**src/rtl/dca_matrix_lsu_rbeat_collector.sv**
```systemverilog
// Matrix LSU read path: gathers the AXI R beats of one transaction into a row buffer and
// hands {row, txn info} to the row-alignment stage in descriptor order, with sticky response checks.
module dca_matrix_lsu_rbeat_collector #(
    parameter int BW_AXI_DATA          = 32,
    parameter int BW_MEMORY_ROW_BUFFER = 128,
    parameter int BW_BITADDR           = 8,
    parameter int BW_TXN_INFO          = BW_BITADDR + 10,
    parameter int TXN_FIFO_DEPTH       = 4
) (
    input  logic                            clk,
    input  logic                            rst,
    input  logic                            txn_valid,
    output logic                            txn_ready,
    input  logic [BW_TXN_INFO-1:0]          txn_info,
    input  logic                            rvalid,
    output logic                            rready,
    input  logic [BW_AXI_DATA-1:0]          rdata,
    input  logic [1:0]                      rresp,
    input  logic                            rlast,
    output logic                            row_valid,
    input  logic                            row_ready,
    output logic [BW_MEMORY_ROW_BUFFER-1:0] row_data,
    output logic [BW_TXN_INFO-1:0]          row_info,
    input  logic                            err_clear,
    output logic [2:0]                      err_status
);

    localparam int NUM_BEATS = BW_MEMORY_ROW_BUFFER / BW_AXI_DATA;
    localparam int PTR_W     = $clog2(TXN_FIFO_DEPTH);
    localparam int CNT_W     = PTR_W + 1;

    typedef enum logic [1:0] {
        IDLE    = 2'd0,
        COLLECT = 2'd1,
        HOLD    = 2'd2
    } state_t;

    state_t state;
    state_t state_nxt;

    logic [BW_TXN_INFO-1:0]          fifo_mem [TXN_FIFO_DEPTH];
    logic [PTR_W-1:0]                wr_ptr;
    logic [PTR_W-1:0]                rd_ptr;
    logic [CNT_W-1:0]                fifo_cnt;
    logic                            fifo_empty;
    logic                            push;
    logic                            pop;

    logic [BW_TXN_INFO-1:0]          cur_info;
    logic [7:0]                      cur_alen;
    logic [8:0]                      beat_cnt;
    logic [BW_MEMORY_ROW_BUFFER-1:0] row_buf;
    logic [BW_MEMORY_ROW_BUFFER-1:0] row_next;
    logic                            beat;
    logic                            beat_final;
    logic                            beat_in_range;

    logic                            err_rresp;
    logic                            err_rlast;
    logic                            err_overflow;
    logic                            set_rresp;
    logic                            set_rlast;
    logic                            set_overflow;

    // Descriptor FIFO: full refuses a push even when a pop happens in the same cycle.
    assign fifo_empty = (fifo_cnt == '0);
    assign txn_ready  = (fifo_cnt != CNT_W'(TXN_FIFO_DEPTH));
    assign push       = txn_valid & txn_ready;

    always_ff @(posedge clk) begin
        if (push) begin
            fifo_mem[wr_ptr] <= txn_info;
        end
    end

    always_ff @(posedge clk or posedge rst) begin
        if (rst) begin
            wr_ptr   <= '0;
            rd_ptr   <= '0;
            fifo_cnt <= '0;
        end else begin
            if (push) begin
                wr_ptr <= wr_ptr + PTR_W'(1);
            end
            if (pop) begin
                rd_ptr <= rd_ptr + PTR_W'(1);
            end
            case ({push, pop})
                2'b10:   fifo_cnt <= fifo_cnt + CNT_W'(1);
                2'b01:   fifo_cnt <= fifo_cnt - CNT_W'(1);
                default: fifo_cnt <= fifo_cnt;
            endcase
        end
    end

    // Beat decode: only alen is interpreted, the rest of the descriptor is passed through.
    assign cur_alen      = cur_info[BW_BITADDR +: 8];
    assign beat          = rvalid & rready;
    assign beat_final    = (beat_cnt == {1'b0, cur_alen});
    assign beat_in_range = (beat_cnt < 9'(NUM_BEATS));

    always_ff @(posedge clk or posedge rst) begin
        if (rst) begin
            state <= IDLE;
        end else begin
            state <= state_nxt;
        end
    end

    always_comb begin
        state_nxt = state;
        pop       = 1'b0;
        rready    = 1'b0;
        case (state)
            IDLE: begin
                if (!fifo_empty) begin
                    pop       = 1'b1;
                    state_nxt = COLLECT;
                end
            end
            COLLECT: begin
                rready = 1'b1;
                if (rvalid && beat_final) begin
                    state_nxt = HOLD;
                end
            end
            HOLD: begin
                if (row_ready) begin
                    if (!fifo_empty) begin
                        pop       = 1'b1;
                        state_nxt = COLLECT;
                    end else begin
                        state_nxt = IDLE;
                    end
                end
            end
            default: state_nxt = IDLE;
        endcase
    end

    // Lane placement; beats past the last lane leave the row untouched.
    always_comb begin
        row_next = row_buf;
        for (int i = 0; i < NUM_BEATS; i++) begin
            if (beat_cnt == 9'(i)) begin
                row_next[i*BW_AXI_DATA +: BW_AXI_DATA] = rdata;
            end
        end
    end

    always_ff @(posedge clk) begin
        if (pop) begin
            row_buf <= '0;
        end else if (beat) begin
            row_buf <= row_next;
        end
    end

    // Output row is captured only on the HOLD entry edge, so it stays stable while held.
    always_ff @(posedge clk or posedge rst) begin
        if (rst) begin
            cur_info <= '0;
            beat_cnt <= '0;
            row_data <= '0;
            row_info <= '0;
        end else begin
            if (pop) begin
                cur_info <= fifo_mem[rd_ptr];
                beat_cnt <= '0;
            end else if (beat) begin
                beat_cnt <= beat_cnt + 9'd1;
                if (beat_final) begin
                    row_data <= row_next;
                    row_info <= cur_info;
                end
            end
        end
    end

    assign row_valid = (state == HOLD);

    // Sticky errors: a set event in the same cycle as err_clear wins.
    assign set_rresp    = beat & (rresp != 2'b00);
    assign set_rlast    = beat & (rlast != beat_final);
    assign set_overflow = beat & ~beat_in_range;

    always_ff @(posedge clk or posedge rst) begin
        if (rst) begin
            err_rresp    <= 1'b0;
            err_rlast    <= 1'b0;
            err_overflow <= 1'b0;
        end else begin
            err_rresp    <= (err_rresp    & ~err_clear) | set_rresp;
            err_rlast    <= (err_rlast    & ~err_clear) | set_rlast;
            err_overflow <= (err_overflow & ~err_clear) | set_overflow;
        end
    end

    assign err_status = {err_overflow, err_rlast, err_rresp};

endmodule
```
**config.mk**
```make
export PLATFORM = sky130hd
export DESIGN_NAME = dca_matrix_lsu_rbeat_collector
export DESIGN_NICKNAME = d
export VERILOG_FILES = /design/src/rtl/dca_matrix_lsu_rbeat_collector.sv
export SDC_FILE = /design/constraint.sdc
export NUM_CORES = 1
export LEC_CHECK = 0
export ABC_AREA = 1
export CAP_MARGIN = 10
export CORE_MARGIN = 2
export CORE_UTILIZATION = 35
export DETAILED_ROUTE_END_ITERATION = 10
export SLEW_MARGIN = 20
export SYNTH_ARGS = -nofsm -noshare
export SYNTH_HDL_FRONTEND = slang
export SYNTH_SLANG_ARGS = --single-unit
```
**constraint.sdc**
```tcl
create_clock -name clk -period 6.4 [get_ports clk]
set_input_delay 0.96 -clock clk [delete_from_list [all_inputs] [get_ports clk]]
set_output_delay 0.96 -clock clk [all_outputs]
set_load 0.02 [all_outputs]
```
==> results of run 1 <==
[Yosys cell counts (2+ instances only)]
library cell,count
dfxtp_1,128
xnor2_1,2
buf_6,29
buf_2,30
nand3_1,8
o21ai_2,10
nand2_2,2
a21oi_1,6
o21ai_0,68
dfrtp_1,185
nor2_1,65
xor2_1,3
buf_4,4
inv_2,3
clkbuf_1,35
nor3_1,4
o21ai_1,260
nor2_4,2
nand2_1,337
buf_1,4
inv_1,175
ha_1,9
o22ai_1,146
nand2_4,4
edfxtp_1,72
[per-layer routing]
| layer | vias up | GRT usage (%) |
|---|---|---|
| met5 | - | 0 |
| met4 | 0 | 3.86 |
| met3 | 40 | 4.03 |
| met2 | 250 | 27.6 |
| met1 | 5528 | 22.5 |
| li1 | 5731 | - |
[registers in the layout (all words and copies together) (netlist names)]
signal,flops
row_buf,128
row_data,128
fifo_mem,72
cur_info,18
row_info,18
beat_cnt,9
fifo_cnt,3
rd_ptr,2
state,2
wr_ptr,2
err_overflow,1
err_rlast,1
err_rresp,1
[path summary, 6_finish.rpt]
path / to / depth (start not counted)
min: row_buf[40] / 2
max in group asynchronous: row_data[101] / 3
max reg2reg: row_data[1] / 8
max: row_data[1] / 7
min reg2reg: row_buf[40] / 2
min in group asynchronous: err_rresp / 2
[kinds of logic (layout without fill, tap and decap cells)]
family | Yosys count | count (layout) | synth area share [%]
xor gates and xnor gates | 5 | 5 | 0.287
adders and majority gates | 10 | 10 | 0.869
AOI/OAI and AO/OA | 493 | 493 | 17.7
and+or+nand+nor | 427 | 427 | 11.2
buffers and inverters | 282 | 482 | 8.71
DFF | 385 | 385 | 61.3
[where the power goes]
group	switching, mW	internal [mW]
Combinational	2.38	1.45
Clock	0.995	1.49
Sequential	0.410	3.34
Total	3.78	6.28
[worst max-delay path: cells and delay by family]
family                 cells  cell delay [ns]
AO/OA/AOI/OAI              1             0.08
buffers and inverters      3             1.37
AND/OR/NAND/NOR            3             1.17
[layout make-up]
cell class / count / area [µm²] / area share, %
Sequential cell: 385 / 9360 / 49.2
Multi-Input combinational cell: 935 / 4600 / 24.2
Inverter: 180 / 684 / 3.60
Timing Repair Buffer: 223 / 2210 / 11.6
Tap cell: 585 / 732 / 3.85
Clock inverter: 11 / 129 / 0.678
Clock buffer: 68 / 1310 / 6.87
==> summary.txt, run 1 <==
Logic synthesis
  – Post-synth EDFFs: 72
  – Synthesized netlist cell count: 1602
  – Sequential fraction of the synthesis area: 61.3%
  – Synth top area cells: dfrtp_1 30%, dfxtp_1 17%, edfxtp_1 14%, o21ai_1 8.5%, nand2_1 8.3%
  – Synth area leader: dfrtp_1
  – Ys flop type: dfrtp_1
  – Post-Syn Area per Cell: 9.53 µm²
  – Yosys reg bits: 385
  – Synth top area share: 30.3%
  – Syn_nets: 1671
  – Unique masters post-synth: 36
  – Ys Warns: 0
  – Mapped Area: 15300 µm²
  – Synth async-reset ratio: 48.1%

Route
  – Met2 WL: 17800 µm
  – Routed len/inst: 15.9 µm
  – Final ANT Viol Nets: 0
  – DRC: 0
  – Via count: 11500
  – Wl on met1: 17500 µm
  – DRT Pass-1 Iters: 5
  – Initial drt markers: 841
  – Max Used Layer: met4
  – Drt via density: 4.84
  – Routed WL: 38100 µm
  – WL met3: 2140 µm

Finish
  – Final Non-Filler Cells: 2387
  – Final Cell Area: 19000 µm²
  – Antenna diodes: 0
  – Most frequent cells in the layout: 335 x nand2_1, 260 x o21ai_1, 210 x clkdlybuf4s50_1, 184 x dfrtp_1, 174 x inv_1
  – Commonest non-fill, non-tap cell in the layout: nand2_1
  – Layout area overhead: 24.6%
  – Layout Nets: 1837
  – Final design utilization: 44.1%
  – Share of layout cells above drive strength 1: 5.94%
  – FILL cells: 4091

Setup path
  – Critical path startpoint: rvalid
  – Crit path max-delay cell type: nand3_4
  – Worst r2r src: state[0]
  – Slowest stage delay, CP: 0.69 ns
  – CP Capture Type: flop
  – Reg2reg setup slack: 3.39 ns
  – CP Class: input pin to flop
  – CP Launch Type: input pin
  – CP Cell Sequence: clkdlybuf4s50_1 > nand2_4 > inv_1 > nand3_4 > buf_12 > nand2_1 > o21ai_1
  – Maximum fanout along the worst path: 109
  – CP arrival: 3.78 ns
  – WP data required: 6.81 ns

STA
  – Max Slew Vio Count: 0
  – Final WS setup: 3.03 ns
  – Tcrit/Tclk final: 52.6%
  – Setup violators final: 0
  – Post-layout min period: 3.37 ns
  – Final hold violation count: 0
  – Clock skew after layout: 0.0167 ns
  – RSZ-0062 raised after global routing: false
  – Worst hold slack: 0.476 ns
  – Fin Setup TNS: 0 ns
  – Max-slew headroom: 30.3%
  – Slew @ Worst Pin: 1.05 ns
  – FMAX: 297 MHz

CTS
  – Clock Latency Late Sink: 0.56 ns
  – TritonCTS buffer count: 43
  – Number of H-tree levels: 2
  – Root Driver: clkbuf_16
  – Post-cts sizing count: 0
  – Setup repair bufs after CTS: 0
  – # hold bufs at CTS: 0
  – CTS tree: built
  – Sink Count: 385
  – Max clock buf depth: 3
  – Clock transition at path regs: 0.06 ns

Pwr
  – Peak supply drop: 0.251 mV
  – Leak pwr: 8.14 nW
  – Power, Total: 10.1 mW
  – PD cells: 529 nW/µm²

Global routing
  – First-pass GRT wire length: 60000 µm
  – Pin count of the biggest net entering global routing: 110
  – Antenna violations before repair: 0
  – Vias in the first global route: 10900
  – All-Layer GR Usage: 16.8%
  – Congestion Overflow GR: 0

Worst hold path
  – Hold wc startpoint: row_buf[40]
  – Hold Path Class: flop to flop

Placement
  – Number of I/O port buffers: 210
  – Placed cells: 2308
  – DP Wirelength: 23500 µm
  – GPL Wtd Cong: 0.752
  – Place WS: 2.44 ns
  – Placed instance area: 17600 µm²

Die
  – Cell Rows: 76
  – Die Y: 213 µm
  – Ports: 211
  – Starting Density: 35.4%
  – Core ar.: 43100 µm²
  – Die area: 45300 µm²
  – Die X: 213 µm

Outcome
  – Status: finished clean

Flow run
  – Number of max-cap violations: 0
Power figures use the tool's default switching activity.
==> inputs of run 2 (changes only) <==
- clock period: 6.4 -> 3.51 ns (I/O delays scaled with it)
==> summary.txt, run 2 (synthesized netlist as in run 1, its figures left out) <==
Placement
  – Placed instance area: 17700 µm²
  – DP Wirelength: 23400 µm
  – Placed cells: 2313
  – Number of I/O port buffers: 210
  – GPL Wtd Cong: 0.780
  – Place WS: 0.833 ns

Setup path
  – Worst r2r src: beat_cnt[4]
  – FF-to-FF End: row_data[78]
  – Maximum fanout along the worst path: 45
  – Critical path startpoint: beat_cnt[4]
  – Crit path capture: row_data[78]
  – WP data required: 3.92 ns
  – CP Class: flop to flop
  – CP Capture Type: flop
  – Worst path depth: 6
  – Slowest stage delay, CP: 0.54 ns
  – Reg2reg setup slack: 1.18 ns
  – Worst path top cell family by delay: simple AND/OR/NAND/NOR gates
  – CP arrival: 2.74 ns
  – R2R depth: 6
  – CP Cell Sequence: xor2_1 > a21oi_1 > nand3_4 > buf_4 > nand2_1 > o21ai_1
  – Crit path max-delay cell type: nand3_4
  – CP bufs+invs: 1
  – CP Launch Type: flop

Pwr
  – Power, Total: 18.1 mW
  – Peak supply drop: 0.633 mV
  – PD cells: 951 nW/µm²
  – Leak pwr: 8.13 nW

Finish
  – Share of layout cells above drive strength 1: 6.04%
  – Layout area overhead: 24.5%
  – Commonest non-fill, non-tap cell in the layout: nand2_1
  – Final design utilization: 44.1%
  – Final Cell Area: 19000 µm²
  – FILL cells: 4080
  – Area of the multi-input gates: 4600 µm²
  – Register area: 9350 µm²
  – Top Registers: row_buf: 128 flops, row_data: 128 flops, fifo_mem: 72 flops
  – Most frequent cells in the layout: 335 x nand2_1, 260 x o21ai_1, 210 x clkdlybuf4s50_1, 185 x dfrtp_1, 174 x inv_1
  – Antenna diodes: 0
  – Final Non-Filler Cells: 2390
  – Layout Nets: 1841

STA
  – Post-layout min period: 2.33 ns
  – Max Slew Vio Count: 0
  – Worst hold slack: 0.462 ns
  – Slew @ Worst Pin: 1.07 ns
  – Fin Setup TNS: 0 ns
  – FMAX: 430 MHz
  – Setup violators final: 0
  – Max-slew headroom: 28.9%
  – Final WS setup: 1.18 ns
  – RSZ-0062 raised after global routing: false
  – Clock skew after layout: 0.0182 ns
  – Final hold violation count: 0
  – Tcrit/Tclk final: 66.3%

CTS
  – Number of H-tree levels: 2
  – Setup repair bufs after CTS: 0
  – Clock Latency Late Sink: 0.55 ns
  – # hold bufs at CTS: 0
  – CTS tree: built
  – Sink Count: 385
  – Post-cts sizing count: 0
  – Clock transition at path regs: 0.06 ns
  – Root Driver: clkbuf_16
  – TritonCTS buffer count: 42
  – Max clock buf depth: 3

Route
  – Routed len/inst: 15.6 µm
  – Routed WL: 37300 µm
  – Final ANT Viol Nets: 0
  – Via count: 11500
  – Initial drt markers: 677
  – DRC: 0
  – DRT Pass-1 Iters: 5
  – Drt via density: 4.80

Die
  – Die Y: 213 µm
  – Ports: 211
  – Die X: 213 µm
  – Core ar.: 43100 µm²
  – Die area: 45300 µm²
  – Starting Density: 35.4%
  – Cell Rows: 76

Global routing
  – Congestion Overflow GR: 0
  – All-Layer GR Usage: 16.6%
  – First-pass GRT wire length: 59100 µm
  – Vias in the first global route: 10900
  – Antenna violations before repair: 1
  – Pin count of the biggest net entering global routing: 116

Outcome
  – Status: finished clean

Flow run
  – Number of max-cap violations: 0

Worst hold path
  – Hold Path Class: input pin to async pin
run 2: changes by cell type in the layout (fill, tap and decap cells not counted), sizes merged:
cell,delta
buf,+5
inv,-4
clkbuf,-2
clkinv,+3
clkinvlp,+2
bufinv,-1
run 2: power by group:
part           internal (mW)  switching, mW
clock                   2.50           1.74
sequential              6.09          0.692
combinational           2.70           4.36
run 2: layer usage:
layer | wire [µm] | GRT usage, %
met1 | 16900 | 21.9
met5 | 0 | 0
met2 | 17400 | 26.9
met4 | 908 | 5.14
met3 | 2150 | 3.96
run 2: cell type report:
class                   instances  share of cell area, %
clock buffers                  66                   6.52
clock inverters                11                  0.461
inverters                     180                   3.58
multi-input cells             935                   24.2
flip-flops and latches        385                   49.2
well taps                     585                   3.85
repair buffers                228                   12.2
run 2: how the worst min path moves through the flow:
stage | startpoint | to | slack [ns] | depth (start not counted)
after floorplan | err_rlast | err_rlast | 0.45 | 2
after global placement | row_buf[21] | row_buf[21] | 0.46 | 2
after detailed placement | row_buf[26] | row_buf[26] | 0.47 | 2
after CTS | rst | state[1] | 0.46 | 3
after global routing | rst | state[1] | 0.49 | 3
final | rst | state[1] | 0.46 | 3
run 2: worst register-to-register path: stages, from the launching register on:
cell and delay (ns):
dfrtp_1 0.46, xor2_1 0.20, a21oi_1 0.33, nand3_4 0.54
buf_4 0.49, nand2_1 0.11, o21ai_1 0.07
